==> config.mk <==
export PLATFORM = sky130hd
export DESIGN_NAME = riscv_lsu
export DESIGN_NICKNAME = d
export VERILOG_FILES = /design/src/rtl/riscv_lsu_pkg.sv /design/src/rtl/riscv_lsu_align.sv /design/src/rtl/riscv_lsu.sv
export SDC_FILE = /design/constraint.sdc
export NUM_CORES = 1
export LEC_CHECK = 0
export ABC_AREA = 1
export BUFFER_PORTS_ARGS = -buffer_cell sky130_fd_sc_hd__buf_4
export CAP_MARGIN = 10
export CORE_ASPECT_RATIO = 0.75
export CORE_MARGIN = 4
export CORE_UTILIZATION = 44
export CTS_CLUSTER_DIAMETER = 60
export DETAILED_ROUTE_END_ITERATION = 16
export MAX_ROUTING_LAYER = met4
export PLACE_DENSITY_LB_ADDON = 0.25
export SYNTH_ARGS = -nofsm -noshare
export SYNTH_HDL_FRONTEND = slang
export SYNTH_SLANG_ARGS = --single-unit
==> constraint.sdc <==
create_clock -name clk -period 1.8 [get_ports clk]
set_clock_uncertainty 0.2 [all_clocks]
set_input_delay 0 -clock clk [delete_from_list [all_inputs] [get_ports clk]]
set_output_delay 0 -clock clk [all_outputs]
set_load 0.005 [all_outputs]
==> src/rtl/riscv_lsu_pkg.sv <==
// riscv_lsu_pkg: shared definitions for the load/store unit.
//   - RV32I load/store funct3 encodings (F3_B, F3_H, F3_W, F3_BU, F3_HU)
//   - lsu_state_e : LSU sequencing states (IDLE, ACCESS, MERGE, RESP)
//   - f3_legal()  : funct3/direction legality check
package riscv_lsu_pkg;

  localparam logic [2:0] F3_B  = 3'b000;
  localparam logic [2:0] F3_H  = 3'b001;
  localparam logic [2:0] F3_W  = 3'b010;
  localparam logic [2:0] F3_BU = 3'b100;
  localparam logic [2:0] F3_HU = 3'b101;

  typedef enum logic [1:0] {
    IDLE   = 2'd0,
    ACCESS = 2'd1,
    MERGE  = 2'd2,
    RESP   = 2'd3
  } lsu_state_e;

  // Stores only exist as B/H/W; the unsigned encodings are load-only.
  function automatic logic f3_legal(input logic [2:0] funct3, input logic we);
    case (funct3)
      F3_B, F3_H, F3_W: f3_legal = 1'b1;
      F3_BU, F3_HU:     f3_legal = !we;
      default:          f3_legal = 1'b0;
    endcase
  endfunction

endpackage

==> src/rtl/riscv_lsu_align.sv <==
// riscv_lsu_align: combinational lane handling for the LSU.
//   Load path : picks the byte/halfword addressed by addr_lo out of rdata and
//               sign- or zero-extends it (W returns the whole word).
//   Store path: replaces the addressed byte/halfword of old_word with the low
//               bits of store_data (used for SB/SH read-modify-write).
// Ports:
//   funct3      in  3            access size/signedness
//   addr_lo     in  2            byte offset within the word
//   rdata       in  WORD_LENGTH  word read from RAM (load source)
//   old_word    in  WORD_LENGTH  captured word to merge into
//   store_data  in  16           low bits of the store data
//   load_data   out WORD_LENGTH  extended load result
//   merged_word out WORD_LENGTH  old_word with the addressed lane replaced
module riscv_lsu_align
  import riscv_lsu_pkg::*;
#(
  parameter int WORD_LENGTH = 32
) (
  input  logic [2:0]             funct3,
  input  logic [1:0]             addr_lo,
  input  logic [WORD_LENGTH-1:0] rdata,
  input  logic [WORD_LENGTH-1:0] old_word,
  input  logic [15:0]            store_data,
  output logic [WORD_LENGTH-1:0] load_data,
  output logic [WORD_LENGTH-1:0] merged_word
);

  logic [7:0]  byte_lane;
  logic [15:0] half_lane;

  // Halfwords use only addr[1]: a misaligned halfword resolves to its aligned lane.
  assign byte_lane = rdata[{addr_lo, 3'b000} +: 8];
  assign half_lane = rdata[{addr_lo[1], 4'b0000} +: 16];

  // NOTE: every output of an always_comb gets a default first, so no path leaves it unassigned and no latch is inferred.
  always_comb begin
    load_data = rdata;
    case (funct3)
      F3_B:    load_data = {{(WORD_LENGTH-8){byte_lane[7]}}, byte_lane};
      F3_BU:   load_data = {{(WORD_LENGTH-8){1'b0}}, byte_lane};
      F3_H:    load_data = {{(WORD_LENGTH-16){half_lane[15]}}, half_lane};
      F3_HU:   load_data = {{(WORD_LENGTH-16){1'b0}}, half_lane};
      default: load_data = rdata;
    endcase
  end

  always_comb begin
    merged_word = old_word;
    if (funct3 == F3_B)
      merged_word[{addr_lo, 3'b000} +: 8] = store_data[7:0];
    else if (funct3 == F3_H)
      merged_word[{addr_lo[1], 4'b0000} +: 16] = store_data;
  end

endmodule

==> src/rtl/riscv_lsu.sv <==
// riscv_lsu: load/store initiator on the data port of a word-addressed RAM.
//   Converts byte-address LB/LH/LW/LBU/LHU/SB/SH/SW requests into word accesses.
//   Loads: one RAM read, lane extract + extend. SW: one RAM write.
//   SB/SH: read in ACCESS, merged word written in MERGE.
//   Sequence: IDLE -> ACCESS -> [MERGE] -> RESP -> IDLE; illegal requests
//   go IDLE -> RESP directly with resp_err.
// Build option:
//   LSU_MISALIGN_TRAP_EN  when defined, misaligned H/HU (addr[0]) and W
//                         (addr[1:0]) accesses are rejected with resp_err
//                         instead of using the aligned lane.
// Ports:
//   clk, rst                    clock, synchronous active-high reset
//   req_valid/req_ready         request handshake (ready only in IDLE)
//   req_we, req_funct3          store flag, RV32I access size
//   req_addr, req_wdata         byte address, store data
//   resp_valid                  one-cycle completion pulse
//   resp_rdata, resp_err        load data (0 for stores/errors), error flag
//   mem_addr                    RAM word index (wraps modulo NUM_MEM)
//   mem_write_en, mem_wdata     RAM write strobe and full-word data
//   mem_dout                    RAM combinational read data
module riscv_lsu
  import riscv_lsu_pkg::*;
#(
  parameter int WORD_LENGTH = 32,
  parameter int NUM_MEM     = 4096
) (
  input  logic                   clk,
  input  logic                   rst,
  input  logic                   req_valid,
  output logic                   req_ready,
  input  logic                   req_we,
  input  logic [2:0]             req_funct3,
  input  logic [WORD_LENGTH-1:0] req_addr,
  input  logic [WORD_LENGTH-1:0] req_wdata,
  output logic                   resp_valid,
  output logic [WORD_LENGTH-1:0] resp_rdata,
  output logic                   resp_err,
  output logic [WORD_LENGTH-1:0] mem_addr,
  output logic                   mem_write_en,
  output logic [WORD_LENGTH-1:0] mem_wdata,
  input  logic [WORD_LENGTH-1:0] mem_dout
);

  localparam int IDX_W = $clog2(NUM_MEM);

  lsu_state_e             state;
  logic                   we_q;
  logic [2:0]             f3_q;
  logic [IDX_W+1:0]       addr_q;   // only the bits that survive the index wrap
  logic [15:0]            wdata_q;  // sub-word stores need no more than this
  logic [WORD_LENGTH-1:0] wdata_full_q;
  logic [WORD_LENGTH-1:0] old_word_q;
  logic [WORD_LENGTH-1:0] load_data;
  logic [WORD_LENGTH-1:0] merged_word;
  logic                   req_bad;
  logic                   unused_addr_bits;

  // Upper byte-address bits fall outside the wrapped RAM index.
  assign unused_addr_bits = ^req_addr[WORD_LENGTH-1:IDX_W+2];

  always_comb begin
    req_bad = !f3_legal(req_funct3, req_we);
`ifdef LSU_MISALIGN_TRAP_EN
    if ((req_funct3 == F3_H || req_funct3 == F3_HU) && req_addr[0])
      req_bad = 1'b1;
    if (req_funct3 == F3_W && req_addr[1:0] != 2'b00)
      req_bad = 1'b1;
`endif
  end

  riscv_lsu_align #(
    .WORD_LENGTH(WORD_LENGTH)
  ) u_align (
    .funct3     (f3_q),
    .addr_lo    (addr_q[1:0]),
    .rdata      (mem_dout),
    .old_word   (old_word_q),
    .store_data (wdata_q),
    .load_data  (load_data),
    .merged_word(merged_word)
  );

  // RAM port is decoded from the registered request and state.
  assign mem_addr = {{(WORD_LENGTH-IDX_W){1'b0}}, addr_q[IDX_W+1:2]};

  // The strobe is gated with rst so a reset landing on a write cycle drops the write.
  assign mem_write_en = !rst &&
                        ((state == ACCESS && we_q && f3_q == F3_W) || state == MERGE);

  always_comb begin
    mem_wdata = '0;
    if (state == ACCESS && we_q)
      mem_wdata = wdata_full_q;
    else if (state == MERGE)
      mem_wdata = merged_word;
  end

  // NOTE: sequential state uses non-blocking assignments so every register samples pre-edge values, independent of statement order.
  always_ff @(posedge clk) begin
    if (rst) begin
      state        <= IDLE;
      req_ready    <= 1'b1;
      resp_valid   <= 1'b0;
      resp_rdata   <= '0;
      resp_err     <= 1'b0;
      we_q         <= 1'b0;
      f3_q         <= F3_B;
      addr_q       <= '0;
      wdata_q      <= '0;
      wdata_full_q <= '0;
      old_word_q   <= '0;
    end else begin
      case (state)
        IDLE: begin
          if (req_valid) begin
            we_q         <= req_we;
            f3_q         <= req_funct3;
            addr_q       <= req_addr[IDX_W+1:0];
            wdata_q      <= req_wdata[15:0];
            wdata_full_q <= req_wdata;
            req_ready    <= 1'b0;
            if (req_bad) begin
              state      <= RESP;
              resp_valid <= 1'b1;
              resp_err   <= 1'b1;
              resp_rdata <= '0;
            end else begin
              state <= ACCESS;
            end
          end
        end
        ACCESS: begin
          if (!we_q) begin
            resp_rdata <= load_data;
            resp_valid <= 1'b1;
            state      <= RESP;
          end else if (f3_q == F3_W) begin
            resp_rdata <= '0;
            resp_valid <= 1'b1;
            state      <= RESP;
          end else begin
            old_word_q <= mem_dout;
            state      <= MERGE;
          end
        end
        MERGE: begin
          resp_rdata <= '0;
          resp_valid <= 1'b1;
          state      <= RESP;
        end
        RESP: begin
          resp_valid <= 1'b0;
          resp_err   <= 1'b0;
          resp_rdata <= '0;
          req_ready  <= 1'b1;
          state      <= IDLE;
        end
        default: begin
          req_ready <= 1'b1;
          state     <= IDLE;
        end
      endcase
    end
  end

endmodule

After elaboration in Yosys (flattened, before gate mapping)
Index checks and enable logic that the tools add are counted.
{"block": "word_totals", "inputBits": 103, "word_cells": 78, "ff_bits": 135, "output_inout_bits": 100}
{"block": "op_classes", "n_bitwise": 1, "n_addsub": 2, "eq_ne": 14, "shifts": 6, "muxes": 26, "n_reduce_logical": 18}
{"operator": "$mux W32", "n": 8}
{"operator": "$pmux W32 S4", "n": 1}
{"operator": "$pmux W32 S3", "n": 1}
{"operator": "$bwmux W32", "n": 2}
{"operator": "$shift A16 B7 Y32 const A", "n": 1}
{"operator": "$shift A8 B7 Y32 const A", "n": 1}
{"operator": "$shiftx A16 B7 Y32", "n": 1}
{"operator": "$shiftx A32 B6 Y16", "n": 1}
{"operator": "$shiftx A32 B6 Y8", "n": 1}
{"operator": "$shiftx A8 B7 Y32", "n": 1}
{"operator": "$neg A5 Y7", "n": 2}
{"operator": "$eq A3 B3 Y1 const B", "n": 4}
{"operator": "$reduce_and A3 Y1", "n": 3}
{"operator": "$pmux W2 S4", "n": 1}
{"operator": "$mux W1", "n": 7}
{"operator": "$eq A3 B1 Y1 const B", "n": 2}
{"operator": "$eq A3 B2 Y1 const B", "n": 2}
{"operator": "$logic_not A3 Y1", "n": 2}
{"operator": "$pmux W1 S2", "n": 3}
{"operator": "$eq A2 B2 Y1 const B", "n": 2}
{"operator": "$mux W2", "n": 2}
{"operator": "$ne A2 B2 Y1 const B", "n": 2}
{"operator": "$pmux W1 S4", "n": 1}
{"operator": "$reduce_and A2 Y1", "n": 2}
{"operator": "10 further kinds", "n": 14}

Logic depth before layout (Yosys ltp)
Gate-level depths: netlist of the first run.
{"block": "depth", "ltp_word": 7, "depth_mapped": 10, "mapped_depth_nobuf": 10}

Modules after synthesis
From an unflattened synthesis of the first run, not the netlist that was laid out.
{"block": "unflattened", "hier_cells": 1429, "hier_area_um2": 8012.7}
{"module": "riscv_lsu", "cells_per_inst": 816, "area_each_um2": 5444.0, "instances": 1, "seq_area_each_um2": 2382.3}
{"module": "riscv_lsu_align", "cells_per_inst": 613, "area_each_um2": 2568.7, "instances": 1, "seq_area_each_um2": 0.0}

Least setup slack after synthesis of the first run
No wires, ideal clock.
{"block": "synth_path", "path_type": "reg-to-output", "startpoint": "reg addr_q[1]", "endpoint": "out mem_wdata[6]", "arrival_time_ns": 1.631, "required_time_ns": 1.600, "path_stages_with_launch": 10, "slack_ns": -0.031, "n_path_buf": 3, "cell_sequence": "dfxtp_1 > buf_2 > inv_2 > ha_1 > buf_1 > clkbuf_1 > nand3_1 > o211ai_1 > nand3_1 > nand2_1"}
{"block": "synth_between", "elab_chain_len": 7, "word_cells_on_any_way": 12, "classes_between": "add/sub (2); shift (4); mux (6)"}
{"item": "start, declared", "line_no": "riscv_lsu.sv:49", "source": "logic [IDX_W+1:0] addr_q;"}
{"item": "start signal, assigned", "line_no": "riscv_lsu.sv:118", "source": "addr_q <= req_addr[IDX_W+1:0];"}
{"item": "$neg A5 Y7", "line_no": "riscv_lsu_align.sv:52", "source": "merged_word[{addr_lo[1], 4'b0000} +: 16] = store_data;"}
{"item": "$shiftx A16 B7 Y32 / $shift A16 B7 Y32 (equally long branches)", "line_no": "riscv_lsu_align.sv:52"}
{"item": "$bwmux W32", "line_no": "riscv_lsu_align.sv:52"}
{"item": "$mux W32", "line_no": "riscv_lsu_align.sv:51", "source": "else if (funct3 == F3_H)"}
{"item": "$mux W32 (*)", "line_no": "riscv_lsu_align.sv:49", "source": "if (funct3 == F3_B)"}
{"item": "$mux W32 (*)", "line_no": "riscv_lsu.sv:94", "source": "else if (state == MERGE)"}
{"item": "$mux W32 (*)", "line_no": "riscv_lsu.sv:92", "source": "if (state == ACCESS && we_q)"}
{"item": "end, declared", "line_no": "riscv_lsu.sv:40", "source": "output logic [WORD_LENGTH-1:0] mem_wdata,"}
Every way passes the cells marked *; elsewhere a longest branch is shown, timed or not.

Final worst setup path of the first run
{"block": "layout_path", "startpoint": "reg f3_q[1]", "endpoint": "out mem_wdata[29]"}
{"block": "layout_between", "elab_chain_len": 5, "word_cells_on_any_way": 6, "classes_between": "eq/ne (1); mux (4); reduce/logical (1)"}
{"item": "start, declared", "line_no": "riscv_lsu.sv:48", "source": "logic [2:0] f3_q;"}
{"item": "start signal, assigned", "line_no": "riscv_lsu.sv:117", "source": "f3_q <= req_funct3;"}
{"item": "$eq A3 B1 Y1", "line_no": "riscv_lsu_align.sv:51"}
{"item": "$mux W32", "line_no": "riscv_lsu_align.sv:51"}
{"item": "$mux W32 (*)", "line_no": "riscv_lsu_align.sv:49"}
{"item": "$mux W32 (*)", "line_no": "riscv_lsu.sv:94"}
{"item": "$mux W32 (*)", "line_no": "riscv_lsu.sv:92"}
Marked as above.

==> key figures, run 1 <==
Timing
  – Pin slew with the least headroom to its limit: about 500 ps
  – Slew HR: 66.4%
  – Final Max Tran Viols: 0
  – RSZ-0062 raised after global routing: yes
  – Achievable frequency: 460 MHz
  – Final Hold Vio Count: 0
  – Final Critical Period: ~2200 ps
  – Final period util: 121%
  – Setup Viol. Count Final: 66
  – Setup ws final: -374 ps

Routing
  – DRT iter0 DRCs: approximately 1200
  – Residual DRC count: 0
  – DR vias: just over 9000
  – Post-Route WL: roughly 32000 µm
  – Antenna Nets Post-Route: 0
  – Via density: 5.77
  – Initial DRT Pass Iterations: 9
  – Wire per inst: approximately 20 µm

Hold path
  – Hold depth: 4
  – Hold Path Sink: wdata_full_q[20]
  – Hold Crit Start: req_wdata[20]
  – Class of the worst hold path: in -> reg

Power and ir drop
  – Seq pwr share: approximately 22%
  – Combinational Power Share: just under 60%
  – Peak VDD IR: about 0.94 mV
  – Switching pwr: approximately 7600 µW
  – Int Pwr: approximately 10000 µW
  – Power Dens Cells: between 1500 and 2000 nW/µm²
  – Lkg Pwr: just under 0.005 µW
  – Clock share of power: approximately 20%
  – Switch share: a little over two fifths

GRT
  – GRT Residual Overflow: 0
  – Vias in the first global route: 8117
  – Largest net degree at the start of global routing: 90
  – Initial antenna violation count: 0
  – First-pass GRT wire length: roughly 42000 µm
  – All-layer global routing usage: between 30% and 40%

Logic synthesis
  – #FFs+latches synth: between 100 and 150
  – Post-Syn Area: 6770 µm²
  – Yosys Warn Count: 0
  – Synth cell types: 26
  – Syn Area/Cell: about 6.3 µm²
  – Sequential share of the synthesized area: 35.2%
  – Mapped Cells: roughly 1100

Critical path
  – Worst Setup Path Type: reg -> out
  – Slowest stage delay, CP: between 300 and 400 ps
  – Critical path required time: approximately 1600 ps
  – Max FO, Critical Path: 6
  – Critical path's slowest cell: dfxtp_4
  – FF-to-FF path depth: 13
  – Cells along the critical path: buf_6 > nor2_4 > inv_4 > nor2_8 > buf_6 > o21ai_2 > o21ai_1 > o21ai_1 > buf_4
  – Flop2flop setup slack: -230 ps
  – Critical Path AT: about 2000 ps
  – Reg2reg end: resp_rdata[14]
  – CP Capture Type: output port
  – CP Buf/Inv Count: 4
  – Worst setup SP type: flop
  – FF-to-FF Start: state[0]
  – Crit-path leading delay family: buffers and inverters

Run status
  – Failing checks: setup timing
  – Outcome: complete, but fails checks

Layout
  – Layout area overhead: 72.4%
  – Layout cell share with drive strength beyond 1: around 37%
  – Commonest non-fill, non-tap cell in the layout: buf_4
  – NumNets Final: roughly 1500
  – Most frequent cells in the layout: buf_4, nand2_1, nor2_1
  – Post-route design area: ~12000 µm²
  – Finished Core Util: 79.1%

Floorplan
  – Core area: ~15000 µm²
  – FP Rows: 38
  – Top Ports: a little over 200
  – Die X: approximately 150 µm
  – Initial Utilization: between 40 and 50%
  – DIE AREA: 17400 µm²
  – Die Y: between 100 and 150 µm

Clock tree
  – CTS root buffer: clkbuf_16
  – Total CTS buffers: 17
  – Worst skew pair latency: 420 ps
  – CTS tree: yes
  – H-Tree Depth: 4
  – Clock Tree Buf Depth: 2
  – Clock sinks: roughly 120
  – Worst-path clk slew: 60 ps

Place
  – GPL Wtd Cong: roughly 0.98
  – Placed cell area: between 8000 and 9000 µm²
  – Post-DP HPWL: 16500 µm
  – Input/output buffers: between 150 and 200

Job
  – Max cap viols: 0
through the flow:
step | setup slack (ps) | power (µW) | hold slack, ps | cells | TNS, ps
3_5_place_dp | -68.6 | 9900 | 55.2 | 1416 | -422
4_1_cts | -294 | 15400 | 168 | 1565 | -11770
5_1_grt | -432 | 18500 | 194 | 1589 | -18190
6_report | -374 | 17800 | 175 | 1590 | -13590
3_3_place_gp | 16.9 | 9840 | 46.6 | 1416 | 0
2_1_floorplan | 10.9 | 7440 | -100 | 1089 | 0
worst max path at each step:
stage / from / to / slack [ps] / cells past startpoint
5_1_grt: addr_q[1] / mem_wdata[18] / -430 / 10
4_1_cts: addr_q[0] / mem_wdata[9] / -290 / 9
3_5_place_dp: state[0] / resp_rdata[24] / -70 / 11
6_report: f3_q[1] / mem_wdata[29] / -370 / 9
2_1_floorplan: addr_q[0] / mem_wdata[0] / 10 / 8
3_3_place_gp: addr_q[0] / mem_wdata[9] / 20 / 9
per-layer routing:
metal | vias to the layer above | part of all wire (%) | GRT usage [%] | routed length (µm)
met2 | 691 | 46 | 48.1 | 14500
met1 | 4240 | 38 | 40.0 | 11900
met5 | - | 0 | - | 0
met4 | 0 | 5.2 | 10.1 | 1640
li1 | 4049 | - | - | -
met3 | 198 | 11 | 7.88 | 3580
power by group through the flow:
| stage | sequential [µW] | clock, µW | combinational (µW) |
|---|---|---|---|
| 6_report | 3890 | 3590 | 10300 |
| 3_5_place_dp | 3770 | 0 | 6140 |
| 5_1_grt | 3940 | 3700 | 10800 |
| 4_1_cts | 3750 | 3550 | 8140 |
| 3_3_place_gp | 3760 | 0 | 6080 |
| 2_1_floorplan | 3660 | 0 | 3780 |
synth_stat cells:
cell type / instances / area [µm²]
a21oi_1: 88 / 440
buf_1: 6 / 22.5
buf_2: 28 / 140
buf_4: 34 / 255
buf_6: 2 / 22.5
clkbuf_1: 27 / 101
conb_1: 1 / 3.75
dfxtp_1: 119 / 2380
ha_1: 9 / 113
inv_1: 62 / 233
inv_2: 11 / 41.3
nand2_1: 241 / 905
nand2_4: 2 / 22.5
nand3_1: 66 / 330
nand3_2: 3 / 30.0
nand4_1: 1 / 6.26
nor2_1: 191 / 717
nor2_2: 1 / 6.26
nor2_4: 2 / 22.5
nor2_8: 1 / 20.0
o211ai_1: 17 / 128
o21a_1: 1 / 7.51
o21ai_0: 123 / 616
o21ai_1: 25 / 125
o221ai_1: 8 / 70.1
or2_1: 1 / 6.26
layout make-up:
type | instances | area (µm²)
inverters | 73 | 347
well taps | 200 | 250
multi-input cells | 802 | 4590
repair buffers | 363 | 3460
diodes | 1 | 2.50
clock inverters | 11 | 149
flip-flops and latches | 119 | 2400
fillers | 899 | 3080
clock buffers | 21 | 460
state kept, by name (all words and copies together), names as in the netlist:
| name | flops |
|---|---|
| old_word_q | 32 |
| resp_rdata | 32 |
| wdata_full_q | 17 |
| wdata_q | 15 |
| addr_q | 14 |
| f3_q | 3 |
| state | 2 |
| req_ready | 1 |
| resp_err | 1 |
| resp_valid | 1 |
| we_q | 1 |
kinds of logic (layout without fill, tap and decap cells):
kind of cell             after synthesis  count (layout)  share of synthesized area [%]
AND/OR/NAND/NOR                      509             511                           30.5
adder cells (fa/ha/maj)                9               9                           1.66
AO/OA/AOI/OAI                        262             262                           20.5
other                                  1              21                         0.0554
buffers and inverters                170             468                           12.1
flip-flops                           119             119                           35.2
what timing repair did:
item / in CTS / in global routing
setup endpoints to repair: 65 / 126
hold endpoints to repair: 119 / 0
resized for setup: 183 / 184
pin swaps: 53 / 81
hold buffers: 84 / 0
setup buffers: 24 / 29
gates cloned: 10 / 7
worst min-delay path: cells and delay by family:
| kind | cells | cell delay [ps] |
|---|---|---|
| buf+inv | 2 | 630 |
| compound gates | 1 | 70 |
| simple gates | 1 | 70 |
Power figures use the tool's default switching activity.
==> run 2: changes to the inputs <==
--- a/config.mk
+++ b/config.mk
@@ -6,13 +6,14 @@
 export NUM_CORES = 1
 export LEC_CHECK = 0
 export ABC_AREA = 1
-export BUFFER_PORTS_ARGS = -buffer_cell sky130_fd_sc_hd__buf_4
+export BUFFER_PORTS_ARGS = -buffer_cell sky130_fd_sc_hd__buf_2
 export CAP_MARGIN = 10
 export CORE_ASPECT_RATIO = 0.75
 export CORE_MARGIN = 4
 export CORE_UTILIZATION = 44
 export CTS_CLUSTER_DIAMETER = 60
 export DETAILED_ROUTE_END_ITERATION = 16
+export GPL_TIMING_DRIVEN = 0
 export MAX_ROUTING_LAYER = met4
 export PLACE_DENSITY_LB_ADDON = 0.25
 export SYNTH_ARGS = -nofsm -noshare
==> key figures, run 2 (same netlist as run 1, synthesis figures left out) <==
Routing
  – Residual DRC count: 0
  – Via density: approximately 5.4
  – Post-Route WL: roughly 29000 µm
  – Wire per inst: approximately 18 µm
  – DRT iter0 DRCs: between 900 and 1000
  – DR vias: 8751
  – Initial DRT Pass Iterations: 6
  – Antenna Nets Post-Route: 0

Timing
  – Final Hold Vio Count: 0
  – Slew HR: roughly half
  – Final Critical Period: roughly 2200 ps
  – Setup ws final: -448 ps
  – Achievable frequency: ~440 MHz
  – RSZ-0062 raised after global routing: yes
  – Final Max Tran Viols: 0
  – Final period util: 125%
  – Total negative slack: -16370 ps
  – Worst hold margin: approximately 72 ps
  – Setup Viol. Count Final: 67
  – Pin slew with the least headroom to its limit: approximately 760 ps

Clock tree
  – Worst skew pair latency: between 400 and 500 ps
  – CTS tree: yes
  – H-Tree Depth: 4
  – Total CTS buffers: 17
  – CTS root buffer: clkbuf_16
  – Worst-path clk slew: ~60 ps
  – Clock sinks: between 100 and 150
  – Clock Tree Buf Depth: 2

Critical path
  – Critical path's slowest cell: dfxtp_2
  – Max FO, Critical Path: 9
  – Worst Setup Path Type: reg -> out
  – CP Buf/Inv Count: 3
  – Critical Path AT: ~2100 ps
  – Critical path required time: roughly 1600 ps
  – Crit-path leading delay family: simple AND/OR/NAND/NOR gates
  – Slowest stage delay, CP: roughly 360 ps
  – CP dominant cell by count: nand3_1
  – Worst setup SP type: flop
  – Cells along the critical path: buf_6 > inv_8 > ha_4 > nor2_4 > nand3_1 > o211ai_1 > nand3_1 > nand2_1 > buf_2
  – CP Capture Type: output port

Hold path
  – Class of the worst hold path: in -> reg

Floorplan
  – Initial Utilization: a little under half
  – FP Rows: 38
  – Top Ports: ~200
  – Die X: between 150 and 200 µm
  – Die Y: between 100 and 150 µm
  – Core area: between 10000 and 15000 µm²
  – DIE AREA: 17400 µm²

Place
  – Placed cell area: approximately 8000 µm²
  – Post-DP HPWL: around 19000 µm
  – Input/output buffers: between 150 and 200
  – GPL Wtd Cong: around 1
  – Post-place setup slack: -633 ps

Power and ir drop
  – Peak VDD IR: about 0.96 mV
  – Lkg Pwr: roughly 0.0048 µW
  – Power Dens Cells: roughly 1500 nW/µm²

Layout
  – Largest registers: old_word_q (32), resp_rdata (32), wdata_full_q (17)
  – Commonest non-fill, non-tap cell in the layout: nand2_1
  – Post-route design area: ~11000 µm²
  – Layout area overhead: 61.1%
  – Layout cell share with drive strength beyond 1: roughly a third
  – NumNets Final: 1515
  – Finished Core Util: approximately three quarters
  – Most frequent cells in the layout: nand2_1, buf_2, nor2_1

GRT
  – All-layer global routing usage: between 30% and 40%
  – Initial antenna violation count: 0
  – Vias in the first global route: about 7900
  – First-pass GRT wire length: 42400 µm
  – Largest net degree at the start of global routing: 17
  – GRT Residual Overflow: 0

Job
  – Max cap viols: 0

Run status
  – Outcome: complete, but fails checks
  – Failing checks: setup timing
run 2: cell types whose count changed in the layout (fill, tap and decap cells not counted), sizes merged:
cell         previous run  this run
dlygate4sd3            84        85
clkinvlp                3         5
inv                    71        72
nand2                 244       243
buf                   274       273
clkbuf                 26        51
clkinv                  7         6
run 2: layer usage:
layer	global-route usage [%]	up-vias	part of all wire [%]
met5	-	-	0
met4	8.21	0	1.9
met3	8.67	75	12
met2	47.7	521	44
met1	44.5	4043	42
li1	-	4112	-
run 2: repair_timing:
action,CTS,global route
endpoints found under the setup margin,144,134
endpoints found under the hold margin,119,0
buffers inserted,28,6
gates resized for setup,200,139
cloned,8,7
hold buffers,85,0
pin swaps,39,51
run 2: power breakdown:
part	switching, µW	internal [µW]	total, µW
Clock	1380	2220	3600
Sequential	610	3280	3890
Combinational	4810	3570	8370
run 2: through the flow:
| stage | power, µW | cells |
|---|---|---|
| finish | 15900 | 1616 |
| global route | 16700 | 1615 |
| CTS | 14700 | 1602 |
| detailed placement | 9350 | 1453 |
| global placement | 9310 | 1453 |
| floorplan | 7440 | 1089 |
run 2: final cells by class:
type                            count  area, µm²
Clock inverter                     13        173
Fill cell                        1166       3840
Buffer                             95        769
Tap cell                          200        250
Inverter                           73        328
Antenna cell                        1       2.50
Multi-Input combinational cell    801       4320
Clock buffer                       18        439
Timing Repair Buffer              296       2220
Sequential cell                   119       2400
run 2: final timing paths:
kind / from / slack [ps] / depth (start not counted) / endpoint
worst max-delay path: addr_q[0] / -450 / 9 / mem_wdata[2]
worst min-delay path: rst / 70 / 3 / resp_rdata[11]
worst max register to register: state[1] / -160 / 11 / resp_rdata[30]
worst min register to register: resp_rdata[8] / 260 / 2 / resp_rdata[8]
run 2: worst min-delay path, cell delays in order:
cell      delay (ps)
buf_2            120
clkbuf_1         330
a21oi_2          200
==> run 3: changes to the inputs <==
==> constraint.sdc (replaced) <==
create_clock -name clk -period 2.4 [get_ports clk]
set_clock_uncertainty 0.2 [all_clocks]
set_input_delay 0 -clock clk [delete_from_list [all_inputs] [get_ports clk]]
set_output_delay 0 -clock clk [all_outputs]
set_load 0.005 [all_outputs]
==> key figures, run 3 (same netlist as run 1, synthesis figures left out) <==
Timing
  – Final Max Tran Viols: 0
  – Final Critical Period: 2320 ps
  – Achievable frequency: ~430 MHz
  – Slew HR: a little under three fifths
  – Setup ws final: between 80 and 90 ps
  – Final Hold Vio Count: 0
  – Total negative slack: 0 ps
  – Final period util: 96.5%
  – Pin slew with the least headroom to its limit: between 600 and 700 ps
  – Setup Viol. Count Final: 0

GRT
  – Largest net degree at the start of global routing: 17
  – All-layer global routing usage: a little under a third
  – Initial antenna violation count: 0
  – First-pass GRT wire length: 40800 µm
  – GRT Residual Overflow: 0
  – Vias in the first global route: ~7600

Critical path
  – Flop2flop setup slack: ~180 ps
  – Crit-path leading delay family: buffers and inverters
  – FF-to-FF Start: state[0]
  – CP Capture Type: output port
  – Slowest stage delay, CP: ~370 ps
  – Critical path's slowest cell: dfxtp_4
  – Max FO, Critical Path: 9
  – FF-to-FF path depth: 10
  – Reg2reg end: resp_rdata[26]
  – Worst path depth: 9
  – Worst setup SP type: flop
  – Critical path required time: 2200 ps
  – Critical Path End: mem_wdata[31]
  – Worst Setup Path Type: reg -> out
  – Critical Path AT: ~2100 ps
  – Cells along the critical path: buf_8 > inv_8 > ha_4 > inv_1 > nand2_2 > o221ai_1 > nand3_1 > nand2_1 > buf_2
  – CP Buf/Inv Count: 4
  – Critical Path Source: addr_q[0]

Layout
  – Layout cell share with drive strength beyond 1: a little under a quarter
  – Inserted Diodes: 0
  – Most frequent cells in the layout: nand2_1, buf_2, nor2_1
  – Commonest non-fill, non-tap cell in the layout: nand2_1
  – Largest registers: old_word_q (32), resp_rdata (32), wdata_full_q (17)
  – NumNets Final: about 1500
  – Layout area overhead: 44.9%

Floorplan
  – Core area: 14700 µm²
  – Top Ports: ~200
  – DIE AREA: 17400 µm²
  – Initial Utilization: 45.9%
  – Die Y: around 120 µm
  – Die X: around 150 µm
  – FP Rows: 38

Power and ir drop
  – Tot Pwr: 10600 µW
  – Power Dens Cells: about 1100 nW/µm²
  – Lkg Pwr: 0.00450 µW
  – Peak VDD IR: between 0.6 and 0.7 mV

Clock tree
  – Worst skew pair latency: between 400 and 500 ps
  – CTS tree: yes
  – H-Tree Depth: 4
  – Worst-path clk slew: around 60 ps
  – Clock Tree Buf Depth: 2
  – CTS root buffer: clkbuf_16
  – Clock sinks: between 100 and 150
  – Total CTS buffers: 17

Routing
  – DR vias: about 8200
  – Initial DRT Pass Iterations: 8
  – Post-Route WL: 26500 µm
  – Antenna Nets Post-Route: 0
  – DRT iter0 DRCs: approximately 770
  – Residual DRC count: 0
  – Wire per inst: around 17 µm
  – Via density: about 5.2

Place
  – GPL Wtd Cong: slightly above 1
  – Input/output buffers: about 160
  – Post-place setup slack: -55.2 ps
  – Post-DP HPWL: 19100 µm

Hold path
  – Class of the worst hold path: in -> reg

Job
  – Max cap viols: 0

Run status
  – Outcome: finished, final reports clean
-- run 3: cell count changes in the layout (fill, tap and decap cells not counted), moves of 12 or more --
| cell | delta |
|---|---|
| buf_4 | -18 |
| nand2_1 | +15 |
| buf_2 | +15 |
| o21ai_0 | +34 |
| nand3_1 | +12 |
| nor2_1 | +26 |
| o21ai_1 | -21 |
| o21ai_2 | -12 |
| buf_6 | -22 |
| a21oi_2 | -25 |
| nand2_2 | -12 |
| nor2_4 | -16 |
| a21oi_1 | +25 |
-- run 3: per-layer routing --
| metal | part of all wire, % | vias up | track usage [%] | wire, µm |
|---|---|---|---|---|
| met3 | 10 | 33 | 6.58 | 2720 |
| met5 | 0 | - | - | 0 |
| met2 | 44 | 404 | 45.0 | 11700 |
| li1 | - | 4042 | - | - |
| met4 | 1.1 | 0 | 6.46 | 281 |
| met1 | 45 | 3759 | 44.1 | 11800 |
-- run 3: what timing repair did --
item / in CTS / in global routing
endpoints found under the setup margin: 32 / 60
pin swaps: 2 / 6
cloned: 1 / 1
buffers inserted: 0 / 8
resized for setup: 25 / 56
endpoints found under the hold margin: 118 / 0
hold buffers: 91 / 0
-- run 3: layout make-up --
type / count / area (µm²)
Tap cell: 200 / 250
Inverter: 73 / 294
Clock buffer: 18 / 439
Clock inverter: 14 / 219
Multi-Input combinational cell: 801 / 3780
Buffer: 95 / 597
Timing Repair Buffer: 264 / 1830
Sequential cell: 119 / 2390
Fill cell: 1378 / 4940
-- run 3: metrics by stage --
| step | util (%) | hold slack [ps] | instances | area (µm²) |
|---|---|---|---|---|
| after global routing | 66.5 | 198 | 1584 | 9800 |
| final | 66.5 | 175 | 1584 | 9800 |
| after floorplan | - | -100 | 1089 | 6840 |
| after global placement | 53.7 | 48.3 | 1453 | 7910 |
| after detailed placement | 53.7 | 55.8 | 1453 | 7910 |
| after CTS | 64.9 | 164 | 1576 | 9560 |
-- run 3: worst min-delay path by stage --
stage	slack, ps	from	endpoint	cells after the start
floorplan	-100	rst	req_ready	2
global placement	50	req_addr[12]	addr_q[12]	3
detailed placement	60	req_wdata[31]	wdata_full_q[31]	3
CTS	160	req_wdata[31]	wdata_full_q[31]	4
global route	200	req_wdata[30]	wdata_full_q[30]	4
finish	170	req_wdata[26]	wdata_full_q[26]	4
-- run 3: tightest hold or removal path, cell delays in order --
cell	delay [ps]
dlygate4sd3_1	520
buf_2	90
o21ai_0	70
nor2_1	70
-- run 3: where the power goes --
part           internal [µW]  leakage [µW]  switching [µW]  total (µW)
Clock                   1880      0.000317             990        2870
Combinational           1860       0.00320            2960        4820
Sequential              2450      0.000976             423        2870
